==> config.mk <==
export PLATFORM = sky130hd
export DESIGN_NAME = change_dispenser_flat
export DESIGN_NICKNAME = d
export VERILOG_FILES = /design/src/rtl/change_dispenser_pkg.sv /design/src/rtl/change_dispenser_if.sv /design/src/rtl/change_dispenser_coin_counter.sv /design/src/rtl/change_dispenser.sv /design/src/flat_wrapper.sv
export SDC_FILE = /design/constraint.sdc
export NUM_CORES = 1
export LEC_CHECK = 0
export BUFFER_PORTS_ARGS = -buffer_cell sky130_fd_sc_hd__buf_2
export CAP_MARGIN = 20
export CORE_ASPECT_RATIO = 1.25
export CORE_UTILIZATION = 55
export DETAILED_ROUTE_END_ITERATION = 16
export MAX_ROUTING_LAYER = met4
export PLACE_DENSITY = 0.77
export SYNTH_ARGS = -nofsm -noshare
export SYNTH_HDL_FRONTEND = slang
export SYNTH_SLANG_ARGS = --single-unit
==> constraint.sdc <==
create_clock -name CLK -period 7.5 [get_ports CLK]
set_input_delay 1.5 -clock CLK [delete_from_list [all_inputs] [get_ports CLK]]
set_output_delay 1.5 -clock CLK [all_outputs]
set_load 0.02 [all_outputs]
==> src/rtl/change_dispenser_pkg.sv <==
// ---------------------------------------------------------------------------
// change_dispenser_pkg
// Shared types and constants for the vending-machine change dispenser:
//   state_t        dispenser FSM state encoding
//   amount_t       change amount in rubles (0..4 fits in 3 bits)
//   COIN_1/COIN_2  coin denominations
//   WAIT_W         width of the ack wait counter
//   decode_amount  maps the give_* vend pulses to a ruble amount
// ---------------------------------------------------------------------------
package change_dispenser_pkg;

  typedef enum logic [2:0] {
    S_IDLE,
    S_DRINK,
    S_CHOOSE,
    S_EJECT,
    S_DONE,
    S_FAULT
  } state_t;

  typedef logic [2:0] amount_t;

  localparam amount_t COIN_1 = 3'd1;
  localparam amount_t COIN_2 = 3'd2;
  localparam int      WAIT_W = 4;

  // The largest requested amount wins when several give_* lines are high.
  function automatic amount_t decode_amount(input logic g1, input logic g2,
                                            input logic g3, input logic g4);
    if (g4)      return 3'd4;
    else if (g3) return 3'd3;
    else if (g2) return 3'd2;
    else if (g1) return 3'd1;
    else         return 3'd0;
  endfunction

endpackage

==> src/rtl/change_dispenser_if.sv <==
// ---------------------------------------------------------------------------
// change_dispenser_if
// Actuator handshake bundle between the dispenser and the machine hardware.
//   drink_release  dispenser -> drink actuator request (held until drink_ack)
//   drink_ack      drink actuator done
//   eject_1        dispenser -> 1-ruble hopper request (held until coin_ack)
//   eject_2        dispenser -> 2-ruble hopper request (held until coin_ack)
//   coin_ack       shared hopper done
// master = dispenser side, slave = actuator side.
// ---------------------------------------------------------------------------
interface change_dispenser_if;
  logic drink_release;
  logic drink_ack;
  logic eject_1;
  logic eject_2;
  logic coin_ack;

  modport master (output drink_release, eject_1, eject_2,
                  input  drink_ack, coin_ack);
  modport slave  (input  drink_release, eject_1, eject_2,
                  output drink_ack, coin_ack);
endinterface

==> src/rtl/change_dispenser_coin_counter.sv <==
// ---------------------------------------------------------------------------
// coin_counter
// Saturating up/down coin inventory counter, loaded with INIT on reset.
//   CLK     clock
//   reset   synchronous active-high, loads INIT
//   i_inc   +1 (holds at all-ones)
//   i_dec   -1 (holds at zero)
//   o_cnt   current count
// Simultaneous inc and dec leave the count unchanged.
// ---------------------------------------------------------------------------
module coin_counter #(
  parameter int CNT_W = 4,
  parameter int INIT  = 8
) (
  input  logic             CLK,
  input  logic             reset,
  input  logic             i_inc,
  input  logic             i_dec,
  output logic [CNT_W-1:0] o_cnt
);

  localparam logic [CNT_W-1:0] MAX_V  = '1;
  localparam logic [CNT_W-1:0] INIT_V = CNT_W'(INIT);

  logic [CNT_W-1:0] r_cnt;

  // NOTE: sequential state is written with non-blocking assignments only, so
  // every register samples pre-edge values regardless of block ordering.
  always_ff @(posedge CLK) begin
    if (reset) begin
      r_cnt <= INIT_V;
    end else if (i_inc && !i_dec) begin
      if (r_cnt != MAX_V) r_cnt <= r_cnt + 1'b1;
    end else if (i_dec && !i_inc) begin
      if (r_cnt != '0) r_cnt <= r_cnt - 1'b1;
    end
  end

  assign o_cnt = r_cnt;

endmodule

==> src/rtl/change_dispenser.sv <==
// ---------------------------------------------------------------------------
// change_dispenser
// Vending-machine back end: releases the drink, then pays change one coin at a
// time from 2-ruble and 1-ruble hoppers, tracking inventory.
//   CLK, reset            clock / synchronous active-high reset
//   take_ur_drink         vend pulse; give_{1..4}_*_back select change amount
//   act (master)          drink_release/drink_ack, eject_1/eject_2/coin_ack
//   refill_1, refill_2    +1 coin per cycle high
//   busy                  transaction in progress (also held in FAULT)
//   done, shortfall       end-of-transaction pulse and unpaid rubles
//   overflow, fault       sticky: vend dropped / ack timeout
//   coin1_cnt, coin2_cnt  coin inventories
// ---------------------------------------------------------------------------
module change_dispenser
  import change_dispenser_pkg::*;
#(
  parameter int CNT_W       = 4,
  parameter int COIN1_INIT  = 8,
  parameter int COIN2_INIT  = 8,
  parameter int ACK_TIMEOUT = 15
) (
  input  logic                 CLK,
  input  logic                 reset,
  input  logic                 take_ur_drink,
  input  logic                 give_1_ruble_back,
  input  logic                 give_2_rubles_back,
  input  logic                 give_3_rubles_back,
  input  logic                 give_4_rubles_back,
  change_dispenser_if.master   act,
  input  logic                 refill_1,
  input  logic                 refill_2,
  output logic                 busy,
  output logic                 done,
  output logic [2:0]           shortfall,
  output logic                 overflow,
  output logic                 fault,
  output logic [CNT_W-1:0]     coin1_cnt,
  output logic [CNT_W-1:0]     coin2_cnt
);

  localparam logic [WAIT_W-1:0] WAIT_LAST = WAIT_W'(ACK_TIMEOUT - 1);

  state_t            r_state;
  amount_t           r_rem;
  logic              r_pend_valid;
  amount_t           r_pend_amt;
  logic [WAIT_W-1:0] r_wait;
  logic              r_drink_release;
  logic              r_eject_1;
  logic              r_eject_2;
  logic              r_busy;
  logic              r_done;
  amount_t           r_shortfall;
  logic              r_overflow;
  logic              r_fault;

  amount_t           w_amount;
  logic              w_dec1;
  logic              w_dec2;
  logic [CNT_W-1:0]  w_coin1_cnt;
  logic [CNT_W-1:0]  w_coin2_cnt;

  assign w_amount = decode_amount(give_1_ruble_back, give_2_rubles_back,
                                  give_3_rubles_back, give_4_rubles_back);

  // A coin leaves the inventory on the cycle its hopper acknowledges.
  assign w_dec1 = (r_state == S_EJECT) && r_eject_1 && act.coin_ack;
  assign w_dec2 = (r_state == S_EJECT) && r_eject_2 && act.coin_ack;

  coin_counter #(.CNT_W(CNT_W), .INIT(COIN1_INIT)) u_coin1 (
    .CLK   (CLK),
    .reset (reset),
    .i_inc (refill_1),
    .i_dec (w_dec1),
    .o_cnt (w_coin1_cnt)
  );

  coin_counter #(.CNT_W(CNT_W), .INIT(COIN2_INIT)) u_coin2 (
    .CLK   (CLK),
    .reset (reset),
    .i_inc (refill_2),
    .i_dec (w_dec2),
    .o_cnt (w_coin2_cnt)
  );

  always_ff @(posedge CLK) begin
    if (reset) begin
      r_state         <= S_IDLE;
      r_rem           <= '0;
      r_pend_valid    <= 1'b0;
      r_pend_amt      <= '0;
      r_wait          <= '0;
      r_drink_release <= 1'b0;
      r_eject_1       <= 1'b0;
      r_eject_2       <= 1'b0;
      r_busy          <= 1'b0;
      r_done          <= 1'b0;
      r_shortfall     <= '0;
      r_overflow      <= 1'b0;
      r_fault         <= 1'b0;
    end else begin
      r_done <= 1'b0;

      unique case (r_state)
        S_IDLE: begin
          // A vend parked while finishing the previous one is served first.
          if (r_pend_valid || take_ur_drink) begin
            r_rem           <= r_pend_valid ? r_pend_amt : w_amount;
            r_pend_valid    <= r_pend_valid && take_ur_drink;
            r_pend_amt      <= w_amount;
            r_state         <= S_DRINK;
            r_drink_release <= 1'b1;
            r_wait          <= '0;
            r_busy          <= 1'b1;
          end
        end

        S_DRINK: begin
          if (act.drink_ack) begin
            r_drink_release <= 1'b0;
            r_state         <= S_CHOOSE;
          end else if (r_wait == WAIT_LAST) begin
            r_drink_release <= 1'b0;
            r_fault         <= 1'b1;
            r_state         <= S_FAULT;
          end else begin
            r_wait <= r_wait + 1'b1;
          end
        end

        S_CHOOSE: begin
          // Prefer 2-ruble coins; fall back to 1-ruble; otherwise report shortfall.
          if (r_rem >= COIN_2 && w_coin2_cnt != '0) begin
            r_eject_2 <= 1'b1;
            r_wait    <= '0;
            r_state   <= S_EJECT;
          end else if (r_rem >= COIN_1 && w_coin1_cnt != '0) begin
            r_eject_1 <= 1'b1;
            r_wait    <= '0;
            r_state   <= S_EJECT;
          end else begin
            r_done      <= 1'b1;
            r_shortfall <= r_rem;
            r_state     <= S_DONE;
          end
        end

        S_EJECT: begin
          if (act.coin_ack) begin
            r_rem     <= r_eject_2 ? (r_rem - COIN_2) : (r_rem - COIN_1);
            r_eject_1 <= 1'b0;
            r_eject_2 <= 1'b0;
            r_state   <= S_CHOOSE;
          end else if (r_wait == WAIT_LAST) begin
            r_eject_1 <= 1'b0;
            r_eject_2 <= 1'b0;
            r_fault   <= 1'b1;
            r_state   <= S_FAULT;
          end else begin
            r_wait <= r_wait + 1'b1;
          end
        end

        S_DONE: begin
          r_shortfall <= '0;
          if (r_pend_valid) begin
            r_rem           <= r_pend_amt;
            r_pend_valid    <= 1'b0;
            r_state         <= S_DRINK;
            r_drink_release <= 1'b1;
            r_wait          <= '0;
          end else begin
            r_state <= S_IDLE;
            r_busy  <= 1'b0;
          end
        end

        S_FAULT: begin
          // Only reset leaves FAULT.
        end

        default: r_state <= S_IDLE;
      endcase

      // Vends outside IDLE go to the pending slot. In DONE the slot is being
      // emptied this cycle, so the new vend may always take it; this is placed
      // after the case so it wins over the slot clear above.
      if (take_ur_drink && r_state != S_IDLE) begin
        if (r_state == S_FAULT) begin
          r_overflow <= 1'b1;
        end else if (r_state == S_DONE || !r_pend_valid) begin
          r_pend_valid <= 1'b1;
          r_pend_amt   <= w_amount;
        end else begin
          r_overflow <= 1'b1;
        end
      end
    end
  end

  assign act.drink_release = r_drink_release;
  assign act.eject_1       = r_eject_1;
  assign act.eject_2       = r_eject_2;
  assign busy              = r_busy;
  assign done              = r_done;
  assign shortfall         = r_shortfall;
  assign overflow          = r_overflow;
  assign fault             = r_fault;
  assign coin1_cnt         = w_coin1_cnt;
  assign coin2_cnt         = w_coin2_cnt;

endmodule
==> src/flat_wrapper.sv <==
// flat-port wrapper written by rule: the top's interface ports become plain ports
module change_dispenser_flat import change_dispenser_pkg::*;
#(
  parameter int CNT_W       = 4,
  parameter int COIN1_INIT  = 8,
  parameter int COIN2_INIT  = 8,
  parameter int ACK_TIMEOUT = 15
)
  (CLK, reset, take_ur_drink, give_1_ruble_back, give_2_rubles_back, give_3_rubles_back, give_4_rubles_back, refill_1, refill_2, busy, done, shortfall, overflow, fault, coin1_cnt, coin2_cnt, act_drink_release, act_eject_1, act_eject_2, act_drink_ack, act_coin_ack);
  change_dispenser_if act_i ();
  input  logic CLK;
  input  logic reset;
  input  logic take_ur_drink;
  input  logic give_1_ruble_back;
  input  logic give_2_rubles_back;
  input  logic give_3_rubles_back;
  input  logic give_4_rubles_back;
  input  logic refill_1;
  input  logic refill_2;
  output logic busy;
  output logic done;
  output logic [2:0] shortfall;
  output logic overflow;
  output logic fault;
  output logic [CNT_W-1:0] coin1_cnt;
  output logic [CNT_W-1:0] coin2_cnt;
  output wire logic [$bits(act_i.drink_release)-1:0] act_drink_release;
  output wire logic [$bits(act_i.eject_1)-1:0] act_eject_1;
  output wire logic [$bits(act_i.eject_2)-1:0] act_eject_2;
  input wire logic [$bits(act_i.drink_ack)-1:0] act_drink_ack;
  input wire logic [$bits(act_i.coin_ack)-1:0] act_coin_ack;
  assign act_drink_release = act_i.drink_release;
  assign act_eject_1 = act_i.eject_1;
  assign act_eject_2 = act_i.eject_2;
  assign act_i.drink_ack = act_drink_ack;
  assign act_i.coin_ack = act_coin_ack;
  change_dispenser #(.CNT_W(CNT_W), .COIN1_INIT(COIN1_INIT), .COIN2_INIT(COIN2_INIT), .ACK_TIMEOUT(ACK_TIMEOUT)) u_core (.CLK(CLK), .reset(reset), .take_ur_drink(take_ur_drink), .give_1_ruble_back(give_1_ruble_back), .give_2_rubles_back(give_2_rubles_back), .give_3_rubles_back(give_3_rubles_back), .give_4_rubles_back(give_4_rubles_back), .act(act_i), .refill_1(refill_1), .refill_2(refill_2), .busy(busy), .done(done), .shortfall(shortfall), .overflow(overflow), .fault(fault), .coin1_cnt(coin1_cnt), .coin2_cnt(coin2_cnt));
endmodule
Word level (Yosys, flattened, before mapping)
Index checks and enable logic that the tools add are counted.
{"block": "totals", "reg_bits": 32, "in_bits": 11}
{"block": "classes", "bitwise": 2, "magnitude_cmp": 2, "n_eq_ne": 24, "n_mux": 67, "n_reduce_logical": 47, "addsub": 7}
{"operator": "$mux W3", "n": 21}
{"operator": "$mux W4", "n": 15}
{"operator": "$mux W1", "n": 21}
{"operator": "$pmux W4 S5", "n": 1}
{"operator": "$pmux W3 S6", "n": 1}
{"operator": "$reduce_and A3 Y1", "n": 6}
{"operator": "$reduce_bool A2 Y1", "n": 8}
{"operator": "$ne A2 B1 Y1 const B", "n": 7}
{"operator": "$add A4 B1 Y4 const B", "n": 3}
{"operator": "$logic_and A1 B1 Y1", "n": 12}
{"operator": "$ne A2 B2 Y1 const B", "n": 6}
{"operator": "$reduce_and A4 Y1", "n": 3}
{"operator": "$pmux W1 S2", "n": 5}
{"operator": "$pmux W3 S3", "n": 1}
{"operator": "$reduce_bool A3 Y1", "n": 3}
{"operator": "$ne A4 B4 Y1 const B", "n": 2}
{"operator": "$reduce_bool A4 Y1", "n": 2}
{"operator": "$sub A4 B1 Y4 const B", "n": 2}
{"operator": "$eq A3 B2 Y1 const B", "n": 2}
{"operator": "$eq A3 B3 Y1 const B", "n": 2}
{"operator": "$pmux W3 S2", "n": 1}
{"operator": "$reduce_and A6 Y1", "n": 1}
{"operator": "$logic_not A1 Y1", "n": 5}
{"operator": "$reduce_bool A5 Y1", "n": 1}
{"operator": "15 further kinds", "n": 18}

Longest topological paths before layout
{"block": "logic_depth", "word_depth": 9, "ltp_mapped": 12}

Hierarchy
Synthesis repeated with hierarchy kept, for this count alone.
{"block": "hier_totals", "hier_cells": 253, "area_unflattened_um2": 2130.8}
{"mod": "change_dispenser", "n_inst": 1, "cells_per_inst": 187, "area_each_um2": 1532.7}
{"mod": "coin_counter", "n_inst": 2, "cells_per_inst": 33, "area_each_um2": 299.0}

Worst setup path after synthesis
OpenSTA, ideal clock, no wires.
{"block": "synth_path", "kind": "input to register", "from": "input act_coin_ack", "to": "register u_core.u_coin2.r_cnt[3], in the netlist u_core.u_coin2.o_cnt[3]", "t_arrival_ns": 3.063, "setup_time_ns": 0.117, "setup_slack_ns": 4.320, "cell_stages": 8, "path_cell_list": "nand3_1 ha_1 inv_1 ha_1 a31o_2 a2111oi_1 xnor2_1 nand2b_1"}
{"block": "synth_between", "elab_chain_len": 5, "elab_cells_between_ends": 9}
{"item": "start, declared", "line_no": "flat_wrapper.sv:31", "rtl": "input wire logic [$bits(act_i.coin_ack)-1:0] act_coin_ack;"}
{"item": "$logic_and A1 B1 Y1 (*)", "line_no": "change_dispenser.sv:68", "rtl": "assign w_dec2 = (r_state == S_EJECT) && r_eject_2 && act.coin_ack;"}
{"item": "$logic_not A1 Y1", "line_no": "change_dispenser_coin_counter.sv:32", "rtl": "end else if (i_inc && !i_dec) begin"}
{"item": "$logic_and A1 B1 Y1", "line_no": "change_dispenser_coin_counter.sv:32"}
{"item": "$ne A2 B1 Y1 (no line) / $reduce_bool A2 Y1 (equally long branches)"}
{"item": "$reduce_and A3 Y1 (no line)"}
{"item": "end signal, assigned", "line_no": "change_dispenser_coin_counter.sv:33", "rtl": "if (r_cnt != MAX_V) r_cnt <= r_cnt + 1'b1;"}
{"item": "end signal, assigned", "line_no": "change_dispenser_coin_counter.sv:35", "rtl": "if (r_cnt != '0) r_cnt <= r_cnt - 1'b1;"}
{"item": "end, declared", "line_no": "change_dispenser_coin_counter.sv:25", "rtl": "logic [CNT_W-1:0] r_cnt;"}
Every way passes the cells marked *; elsewhere a longest branch is shown, timed or not.
A chain may end at the register's enable or synchronous reset.

Final worst setup path
Ends and elaborated chain as after synthesis.

==> metrics <==
status complete, no violations; post-DP HPWL ~3.0 mm; CTS Root Cell clkbuf_8; register area share after synthesis about a third; die width 56.15 um; worst slew pin tran ~0.67 ns; Switching Share ~33%; dpl ws ~4 ns; GRT Resource Usage Total roughly a quarter; DIE HEIGHT about 70 um; Post-CTS Resized 0; worst r2r dst u_core.u_coin2.o_cnt[3]; most used cell, CP ha_1; Layout Skew about 0.007 ns; DRT Wirelength ~4.2 mm; worst hold path class flop to flop; first-pass GRT wire length roughly 7.3 mm; Crit Path Category input pin to flop; Top delay family on crit path compound AO/OA/AOI/OAI gates; I/O pins 29; nets slightly below 300; Iter 0 DRT Violations roughly 110; Net Sw Power roughly 160 uW; global route overflow 0; crit start category input pin; Critical Path RT ~7.7 ns; Core Rows 24; fin. max-slew vios 0; IO buf count 28; Peak VDD IR between 100 and 150 uV; Reg2Reg Depth 10; WP data arrival approximately 3.4 ns; worst r2r src u_core.r_state[2]; Comb pwr share a little over a quarter; relative slew slack a little under three fifths; Mapped Cells about 250; Synth Area per Inst 8.031 um2; Post-synth ARST share 0%; most frequent cells in the layout nor2_1, dfxtp_1, buf_2, a21oi_1, o21ai_0; DR WL/cell 13.50 um; Power Density 216.6 nW/um2; number of buffers created by CTS 5; Clock Tree Buf Depth 2; Pint ~320 uW; max incr delay on CP approximately 0.45 ns; vias in the first global route about 1700; Area Growth Syn to Fin 11.05%; Post-CTS Setup Repair Bufs 0; Syn Nets between 200 and 300; Diodes inserted 0; CP max stage cell a2111oi_1; area of the mapped netlist between 2000 and 2500 um2; utilization after layout 64.26%; largest net degree at the start of global routing 31; GPL Wtd Cong ~0.90; H-tree depth 2; Worst Path Max Fanout 7; clock group share of total power between 20 and 30%; # clock sinks 32; Clk Latency, worst-skew pair ~0.28 ns; Vias/cell just under 6; static leakage between 0.0009 and 0.001 uW; setup TNS 0 ns; antenna violations before repair 0; Yosys reg bits 32; Top FF cell, synth dfxtp_1; Starting Density 57.87%; CTS Hold Buffers Added 0; post-layout min period between 3 and 4 ns; RSZ-0062 raised after global routing false; worst hold stages 2; layout cells sized above 1 about 16%; Post-synth EDFFs 0; Flop pwr share between 40 and 50%; fin crit share about 43%; Max Cap Viol 0; highest clock rate ~310 MHz; synth unique cells 50; final setup violation count 0; CP cell instances buf_2 > nand3_1 > ha_1 > inv_1 > ha_1 > a31o_2 > a2111oi_1 > xnor2_1 > nand2b_1; hold_sp u_core.fault; number of routed nets with antenna violations 0; CTS tree built; final worst-path setup slack about 4.3 ns; die footprint between 3000 and 4000 um2; clock-pin slew on the worst setup and hold paths 0.06 ns; Pwr Total 484.8 uW; Final Hold Vio Count 0; Worst Setup End Kind flop; Initial DRT Pass Iterations 4; yosys warns 0; Worst Hold End u_core.fault; drt drc 0; via count about 1800; Buf/Inv on CP 2; CORE AREA 3483 um2; reg2reg setup slack about 4.6 ns
## worst reg2reg max path, delay by kind of cell, from the launching register on
family                   cells  cell delay, ns
AO/OA/AOI/OAI                2            0.71
XOR/XNOR                     1            0.17
adder cells (fa/ha/maj)      2            0.55
buffers and inverters        1            0.08
flip-flops                   1            0.71
AND/OR/NAND/NOR              4            0.62
## synthesized netlist by cell type, types with 3 or more instances
cell	number	area share (%)
a31oi_1	3	0.93
dfxtp_1	32	32
clkbuf_1	7	1.3
o21bai_1	3	1.1
a21oi_1	26	6.5
nor4_1	3	0.93
inv_1	15	2.8
nor2b_1	7	2.2
nand2_1	12	2.2
nand2b_1	8	2.5
and3_1	4	1.2
mux2i_1	9	4.5
xnor2_1	5	2.2
ha_1	13	8.1
nor2_1	32	6.0
nand3_1	6	1.5
o21ai_0	19	4.7
nor3_1	5	1.2
## sequential cells by signal (all words and copies together) (netlist names)
signal	count
u_core.act.drink_release	1
u_core.overflow	1
u_core.act.eject_1	1
u_core.busy	1
u_core.r_state	3
u_core.act.eject_2	1
u_core.done	1
u_core.u_coin1.o_cnt	4
u_core.r_rem	3
u_core.shortfall	3
u_core.r_pend_valid	1
u_core.u_coin2.o_cnt	4
u_core.fault	1
u_core.r_pend_amt	3
u_core.r_wait	4
## power by group through the flow
stage | clock [uW] | combinational [uW] | sequential, uW
after floorplan | 0 | 103 | 215
after global placement | 0 | 131 | 214
after detailed placement | 0 | 133 | 214
after CTS | 146 | 133 | 211
after global routing | 152 | 150 | 214
final | 141 | 133 | 211
## worst max path at each step
stage	end	depth (start not counted)	start	slack (ns)
after CTS	u_core.u_coin2.o_cnt[3]	9	act_coin_ack	4.30
after global placement	u_core.u_coin2.o_cnt[3]	9	act_coin_ack	4.05
after floorplan	u_core.u_coin2.o_cnt[3]	8	act_coin_ack	4.32
after global routing	u_core.u_coin2.o_cnt[3]	9	act_coin_ack	4.18
final	u_core.u_coin2.o_cnt[3]	9	act_coin_ack	4.30
after detailed placement	u_core.u_coin2.o_cnt[3]	9	act_coin_ack	4.00
## layout make-up
type | count | area (um2)
repair buffers | 28 | 140.1
inverters | 15 | 56.30
multi-input cells | 192 | 1256
clock buffers | 7 | 96.34
flip-flops and latches | 32 | 640.6
well taps | 39 | 48.80
fillers | 336 | 1245
## routing by layer
metal	vias to the layer above	GRT usage [%]	wire length, um
li1	943	-	-
met3	8	4.851	217
met4	0	10.57	87
met2	56	38.62	1986
met5	-	-	0
met1	842	28.27	1933
## cell families after synthesis
group,Yosys count,share of synthesized area [%]
xor gates and xnor gates,7,3.042
buffers and inverters,27,5.897
adders and majority gates,13,8.070
muxes,9,4.469
DFF,32,31.78
AOI/OAI and AO/OA,76,24.40
and+or+nand+nor,87,22.35
## per-stage QoR
stage	instance area, um2	hold WS, ns	std cells
after floorplan	2016	0.4589	251
after global placement	2142	0.4435	306
after detailed placement	2142	0.4572	306
after CTS	2238	0.4744	313
after global routing	2238	0.5119	313
final	2238	0.4667	313
Note: power is estimated with default switching activity, not from simulation.
